===== src/rtl/cg_mem_pkg.sv =====
// Shared types for the cg memory interface endpoints.
// Latency: n/a (types and constants only).
// Backpressure: n/a.
package cg_mem_pkg;

  // Which channel wins the single SRAM port when both request together.
  typedef enum logic {
    CG_PRIO_READ  = 1'b0,
    CG_PRIO_WRITE = 1'b1
  } cg_mem_prio_e;

  // Deepest SRAM read pipeline the controller supports.
  localparam int CG_MEM_MAX_RD_LATENCY = 2;

endpackage


===== src/rtl/cg_sync_fifo.sv =====
// Synchronous FIFO with occupancy count, used as the read-response queue.
// Latency: a pushed entry is visible at the head the cycle after the push.
// Backpressure: push is dropped when full (callers guarantee it never is); pop ignored when empty.
// Ports: i_clk/i_rstn clock and async active-low reset; i_push/i_push_dat write side;
//        i_pop read side; o_empty, o_head_dat (zero when empty), o_count occupancy.
module cg_sync_fifo #(
  parameter int WIDTH = 32,
  parameter int DEPTH = 2,
  localparam int PW = (DEPTH > 1) ? $clog2(DEPTH) : 1,
  localparam int CW = $clog2(DEPTH + 1)
) (
  input  logic             i_clk,
  input  logic             i_rstn,
  input  logic             i_push,
  input  logic [WIDTH-1:0] i_push_dat,
  input  logic             i_pop,
  output logic             o_empty,
  output logic [WIDTH-1:0] o_head_dat,
  output logic [CW-1:0]    o_count
);

  logic [WIDTH-1:0] mem_q [DEPTH];
  logic [PW-1:0]    wr_ptr_q, wr_ptr_d;
  logic [PW-1:0]    rd_ptr_q, rd_ptr_d;
  logic [CW-1:0]    count_q, count_d;
  logic             do_push, do_pop;

  function automatic logic [PW-1:0] next_ptr(input logic [PW-1:0] p);
    return (p == PW'(DEPTH - 1)) ? '0 : p + PW'(1);
  endfunction

  assign o_empty = (count_q == '0);
  assign do_push = i_push && (count_q != CW'(DEPTH));
  assign do_pop  = i_pop && !o_empty;

  always_comb begin
    wr_ptr_d = do_push ? next_ptr(wr_ptr_q) : wr_ptr_q;
    rd_ptr_d = do_pop  ? next_ptr(rd_ptr_q) : rd_ptr_q;
    count_d  = count_q + CW'(do_push) - CW'(do_pop);
  end

  always_ff @(posedge i_clk or negedge i_rstn) begin
    if (!i_rstn) begin
      wr_ptr_q <= '0;
      rd_ptr_q <= '0;
      count_q  <= '0;
    end else begin
      wr_ptr_q <= wr_ptr_d;
      rd_ptr_q <= rd_ptr_d;
      count_q  <= count_d;
    end
  end

  // Storage needs no reset: the head is masked to zero while empty.
  always_ff @(posedge i_clk) begin
    if (do_push) mem_q[wr_ptr_q] <= i_push_dat;
  end

  assign o_head_dat = o_empty ? '0 : mem_q[rd_ptr_q];
  assign o_count    = count_q;

endmodule


===== src/rtl/cg_sram_controller.sv =====
// Serialises read/write requests onto one single-port SRAM and returns read data in order.
// Latency: raddr handshake in T -> o_rdata_valid in T+RD_LATENCY+1; write lands at the end of its handshake cycle.
// Backpressure: reads stall on credit (issued-but-uncaptured + queued < RDQ_DEPTH); writes never wait on credit.
// Ports: i_clk/i_rstn; raddr channel (i_raddr_valid/o_raddr_ready/i_raddr);
//        rdata channel (o_rdata_valid/i_rdata_ready/o_rdata); write channel
//        (i_wdata_valid/o_wdata_ready/i_wen/i_waddr/i_wdata); SRAM pins (o_sram_*, i_sram_rdata).
module cg_sram_controller
  import cg_mem_pkg::*;
#(
  parameter int DATA_WIDTH = 32,
  parameter int ADDR_WIDTH = 32,
  parameter int DEPTH_LOG2 = 10,
  parameter int RD_LATENCY = 1,
  parameter int RDQ_DEPTH  = 2
) (
  input  logic                  i_clk,
  input  logic                  i_rstn,
  input  logic                  i_raddr_valid,
  output logic                  o_raddr_ready,
  input  logic [ADDR_WIDTH-1:0] i_raddr,
  output logic                  o_rdata_valid,
  input  logic                  i_rdata_ready,
  output logic [DATA_WIDTH-1:0] o_rdata,
  input  logic                  i_wdata_valid,
  output logic                  o_wdata_ready,
  input  logic                  i_wen,
  input  logic [ADDR_WIDTH-1:0] i_waddr,
  input  logic [DATA_WIDTH-1:0] i_wdata,
  output logic                  o_sram_cs,
  output logic                  o_sram_we,
  output logic [DEPTH_LOG2-1:0] o_sram_addr,
  output logic [DATA_WIDTH-1:0] o_sram_wdata,
  input  logic [DATA_WIDTH-1:0] i_sram_rdata
);

  localparam int OFF = $clog2(DATA_WIDTH / 8);
  localparam int CW  = $clog2(RDQ_DEPTH + 1);

  if (RD_LATENCY < 1 || RD_LATENCY > CG_MEM_MAX_RD_LATENCY) begin : g_bad_rd_latency
    $error("cg_sram_controller: RD_LATENCY must be 1 or 2");
  end
  if (RDQ_DEPTH < 2) begin : g_bad_rdq_depth
    $error("cg_sram_controller: RDQ_DEPTH must be at least 2");
  end

  cg_mem_prio_e          prio_q, prio_d;
  logic [CW-1:0]         inflight_q, inflight_d;
  logic [RD_LATENCY-1:0] rd_vld_q, rd_vld_d;
  logic [CW-1:0]         rdq_count;
  logic                  rdq_empty;
  logic                  credit_ok, rd_gnt, wr_gnt, capture;

  // Byte-offset bits and address bits above the SRAM depth are ignored, so addresses alias.
  logic unused_addr_bits;
  assign unused_addr_bits = ^{i_raddr, i_waddr};

  // Registered counters only, so a pop this cycle frees its credit next cycle.
  assign credit_ok = ({1'b0, inflight_q} + {1'b0, rdq_count}) < (CW + 1)'(RDQ_DEPTH);

  // Readies are forced low while reset is asserted so every output reads 0 in reset.
  assign o_raddr_ready = i_rstn && credit_ok && !(i_wdata_valid && prio_q == CG_PRIO_WRITE);
  assign o_wdata_ready = i_rstn && !(i_raddr_valid && credit_ok && prio_q == CG_PRIO_READ);

  // The two readies are mutually exclusive whenever both valids are up.
  assign rd_gnt  = i_raddr_valid && o_raddr_ready;
  assign wr_gnt  = i_wdata_valid && o_wdata_ready;
  assign capture = rd_vld_q[RD_LATENCY-1];

  always_comb begin
    o_sram_cs    = 1'b0;
    o_sram_we    = 1'b0;
    o_sram_addr  = '0;
    o_sram_wdata = '0;
    if (rd_gnt) begin
      o_sram_cs   = 1'b1;
      o_sram_addr = i_raddr[OFF +: DEPTH_LOG2];
    end else if (wr_gnt && i_wen) begin
      o_sram_cs    = 1'b1;
      o_sram_we    = 1'b1;
      o_sram_addr  = i_waddr[OFF +: DEPTH_LOG2];
      o_sram_wdata = i_wdata;
    end
  end

  always_comb begin
    prio_d = prio_q;
    if (rd_gnt)      prio_d = CG_PRIO_WRITE;
    else if (wr_gnt) prio_d = CG_PRIO_READ;
    rd_vld_d   = RD_LATENCY'({rd_vld_q, rd_gnt});
    inflight_d = inflight_q + CW'(rd_gnt) - CW'(capture);
  end

  always_ff @(posedge i_clk or negedge i_rstn) begin
    if (!i_rstn) begin
      prio_q     <= CG_PRIO_READ;
      inflight_q <= '0;
      rd_vld_q   <= '0;
    end else begin
      prio_q     <= prio_d;
      inflight_q <= inflight_d;
      rd_vld_q   <= rd_vld_d;
    end
  end

  cg_sync_fifo #(
    .WIDTH (DATA_WIDTH),
    .DEPTH (RDQ_DEPTH)
  ) u_rdq (
    .i_clk      (i_clk),
    .i_rstn     (i_rstn),
    .i_push     (capture),
    .i_push_dat (i_sram_rdata),
    .i_pop      (i_rdata_ready),
    .o_empty    (rdq_empty),
    .o_head_dat (o_rdata),
    .o_count    (rdq_count)
  );

  assign o_rdata_valid = !rdq_empty;

endmodule


===== config.mk =====
export PLATFORM = sky130hd
export DESIGN_NAME = cg_sram_controller
export DESIGN_NICKNAME = d
export VERILOG_FILES = /design/src/rtl/cg_mem_pkg.sv /design/src/rtl/cg_sync_fifo.sv /design/src/rtl/cg_sram_controller.sv
export SDC_FILE = /design/constraint.sdc
export NUM_CORES = 1
export LEC_CHECK = 0
export ABC_AREA = 1
export CAP_MARGIN = 20
export CORE_MARGIN = 5
export CORE_UTILIZATION = 37
export CTS_BUF_LIST = sky130_fd_sc_hd__clkbuf_16
export CTS_CLUSTER_SIZE = 14
export DETAILED_ROUTE_END_ITERATION = 8
export PLACE_DENSITY_LB_ADDON = 0.15
export SLEW_MARGIN = 25
export SYNTH_ARGS = -nofsm -noshare
export SYNTH_HDL_FRONTEND = slang
export SYNTH_SLANG_ARGS = --single-unit

===== constraint.sdc =====
create_clock -name i_clk -period 2.63 [get_ports i_clk]
set_input_delay 0.6575 -clock i_clk [delete_from_list [all_inputs] [get_ports i_clk]]
set_output_delay 0.6575 -clock i_clk [all_outputs]
set_load 0.01 [all_outputs]

==> run_results.csv <==
group,metric,value,unit
outcome,outcome,"finished, violations left",
outcome,violations,"negative setup slack",
cells_and_area,finalNonFillerCells,627,
detailed_routing,drt_pre_antenna_iters,6,
place,gp_congestion,0.7918,
power_and_ir_drop,peakVddDrop,0.0004189,V
die,core,0.008721,mm2
place,dpl-instance-area,0.005202,mm2
die,rows,34,
clock_network,cts.hold.buffers_added,0,
worst_setup_path,start_kind,"flip-flop",
logic_synthesis,synth_top_area_frac,0.5790,
worst_setup_path,path_common_cell,"nand2_2",
worst_setup_path,cp.required,1.97,ns
cells_and_area,design_area,0.005718,mm2
global_routing,grt_max_degree,34,
job,drv_cap,0,
logic_synthesis,yosysTopAreaCell,"edfxtp_1",
sta,rsz0062_at_grt,"yes",
global_routing,grt_pass1_wl,14.09,mm
sta,period_share,1.074,
place,portBuffers,168,
detailed_routing,wire_per_inst,14.63,um
detailed_routing,route.detailed.drc,0,
sta,hold_violations,0,
sta,layout_min_cycle_time,2.824,ns
global_routing,overflow,0,
detailed_routing,vias,2851,
clock_network,numCtsBuffers,9,
place,place_inst,601,
place,dpl.hpwl,6.797,mm
logic_synthesis,synth_edf_count,64,
cells_and_area,nets,654,
sta,setup_viol,43,
detailed_routing,wirelength,9.175,mm
sta,tns,-6.421,ns
logic_synthesis,synthFlopType,"edfxtp_1",
worst_setup_path,slowest_stage,"fa_1",
logic_synthesis,avgSynthCellArea,10.31,um2
clock_network,cts-htree-levels,3,
logic_synthesis,synth_compound_area_frac,0.07237,
cells_and_area,final_util,0.6557,
die,die_area,0.01097,mm2
logic_synthesis,syn_inst,322,
logic_synthesis,synthMuxAreaShare,0,
sta,fmax,0.3541,GHz
worst_setup_path,worstSetupPathType,"flip-flop to primary output",
worst_setup_path,r2r_end,"inflight_q[1]",
power_and_ir_drop,total_power,4.980,mW
die,io-pin-count,213,
worst_setup_path,slowest_delay,0.53,ns
sta,tightest_slew,0.4432,ns
logic_synthesis,ys_async_sr_fraction,0.1111,
detailed_routing,ant_nets,0,
clock_network,worst_skew_pair.late_latency,0.32,ns
logic_synthesis,synth-seq-area-share,0.6393,
sta,worst_slack,-0.1944,ns
sta,slew_headroom,0.7045,
die,initial_core_util,0.3806,
hold_path,whs_path_depth,2,
die,die_y,104.7,um
global_routing,antenna_found_initial,0,
worst_setup_path,cp_max_fo,7,
power_and_ir_drop,power.density,870.9,mW/mm2
place,dp_slack,-0.4725,ns
worst_setup_path,crit_chain,"nand2_2, inv_2, fa_1, nor2_4, nand2_2, nand4_4, buf_12, clkbuf_16, nor2_2, buf_2",
cells_and_area,diodes,0,
detailed_routing,viasPerCell,4.547,
worst_setup_path,worstRegToRegCells,10,
logic_synthesis,synth_xor_area_frac,0.01319,
cells_and_area,drive_gt1_frac,0.2813,
hold_path,holdPathEnd,"prio_q",
logic_synthesis,ys_warn_count,0,
worst_setup_path,arrival,2.17,ns
detailed_routing,drt_first_iter_violations,52,
worst_setup_path,rrSetupSlack,0.62,ns
die,die_w,104.7,um
power_and_ir_drop,p_leak,2.463,nW
logic_synthesis,synth_top_family_by_area,"simple AND/OR/NAND/NOR gates",
sta,drv_slew,0,
logic_synthesis,synthAdderAreaFrac,0.02111,
logic_synthesis,synth_area_leaders,"edfxtp_1 (58%), nand2_1 (9.3%), inv_1 (6.1%)",
logic_synthesis,yosys_register_bits,72,
clock_network,clk_pin_slew,0.05,ns
clock_network,clock-sinks,72,
sta,hold_ws,0.5115,ns
hold_path,min_path_type,"flip-flop to flip-flop",
worst_setup_path,rr_startpoint,"inflight_q[0]",
logic_synthesis,syn-cell-area,0.003319,mm2
sta,fin_worst_skew,0.003065,ns
logic_synthesis,syn_nets,461,
clock_network,cts_tree,"yes",
clock_network,clock_path_buffers,2,
global_routing,grt_pass1_vias,2984,
clock_network,root_buffer,"clkbuf_16",
worst_setup_path,end_kind,"primary output",
cells_and_area,area_growth,72.26,%
logic_synthesis,yosys.area_share.simple,0.1564,
global_routing,grt_usage,0.1599,
logic_synthesis,yosys.cell_types.count,23,
hold_path,hp-start,"prio_q",
## worst max path at each step
stage	to	slack [ns]	depth (start not counted)	from
after floorplan	u_rdq.mem_q[1][0]	0.25	3	u_rdq.o_count[1]
after global placement	o_sram_addr[0]	-0.44	6	i_rstn
after detailed placement	o_sram_addr[8]	-0.47	6	i_rstn
after CTS	o_sram_wdata[30]	-0.21	10	inflight_q[0]
after global routing	o_sram_wdata[15]	-0.28	10	inflight_q[0]
final	o_sram_wdata[15]	-0.19	10	inflight_q[0]
## where the power goes
| part | leakage (nW) | internal, mW | switching, mW |
|---|---|---|---|
| Sequential | 0.674 | 1.43 | 0.0675 |
| Clock | 0.143 | 0.724 | 0.412 |
| Combinational | 1.65 | 1.18 | 1.17 |
## cells by family after synthesis
kind of cell             count (synthesis)
AO/OA/AOI/OAI                           43
buffers and inverters                   71
AND/OR/NAND/NOR                        126
adder cells (fa/ha/maj)                  5
flip-flops                              72
XOR/XNOR                                 5
## cell usage in the layout, fill, tap and decap left out
cell	count
clkbuf_16	11
bufinv_16	1
nand2_4	3
ha_1	4
nor2_1	7
xor2_1	1
nand3_2	1
a21oi_1	32
a21boi_0	1
xnor2_1	4
clkinv_4	2
edfxtp_1	64
fa_1	1
inv_2	4
buf_12	4
o21ai_1	2
o21ai_2	8
buf_6	20
inv_1	52
dfrtp_1	8
buf_16	1
clkdlybuf4s15_2	1
clkdlybuf4s50_1	122
nand2_1	73
clkinv_2	2
nor2_4	17
buf_4	16
nand2_2	7
buf_2	30
nor2_2	17
clkinv_1	1
nand4_4	1
clkdlybuf4s15_1	1
## sequential cells by signal (all words and copies together), names as in the netlist
register and cells:
u_rdq.wr_ptr_q 1, u_rdq.o_count 2, inflight_q 2, u_rdq.rd_ptr_q 1, capture 1, u_rdq.mem_q 64
prio_q 1
## area by class of cell
type / count / area [um2]
Multi-Input combinational cell: 179 / 1069
Clock buffer: 9 / 225.2
Tap cell: 108 / 135.1
Sequential cell: 72 / 2122
Clock inverter: 6 / 61.31
Fill cell: 698 / 3003
Inverter: 56 / 210.2
Timing Repair Buffer: 197 / 1896
## repair_timing
item	4_1_cts	5_1_grt
buffers inserted	8	1
endpoints found under the setup margin	46	46
resized for setup	202	65
pin swaps	7	5
cloned	1	2
## critical path, delay by kind of cell, from the launching register on
family                   cells  cell delay (ns)
flip-flops                   1             0.39
AND/OR/NAND/NOR              5             0.41
buffers and inverters        4             0.52
adder cells (fa/ha/maj)      1             0.53
## cell usage after synthesis (3+ instances only)
cell / count
nand2_1: 82
edfxtp_1: 64
inv_1: 54
nor2_1: 37
a21oi_1: 32
dfrtp_1: 8
buf_2: 7
o21ai_2: 6
buf_6: 5
ha_1: 4
xnor2_1: 4
buf_4: 3
## metal layers
| layer | global-route usage | routed length [um] | vias up |
|---|---|---|---|
| met2 | 0.2977 | 4858 | 121 |
| met4 | 0.05023 | 112 | 0 |
| met5 | 0 | 0 | - |
| li1 | - | - | 1415 |
| met1 | 0.1521 | 3171 | 1308 |
| met3 | 0.08015 | 1033 | 7 |
Note: power is estimated with default switching activity, not from simulation.
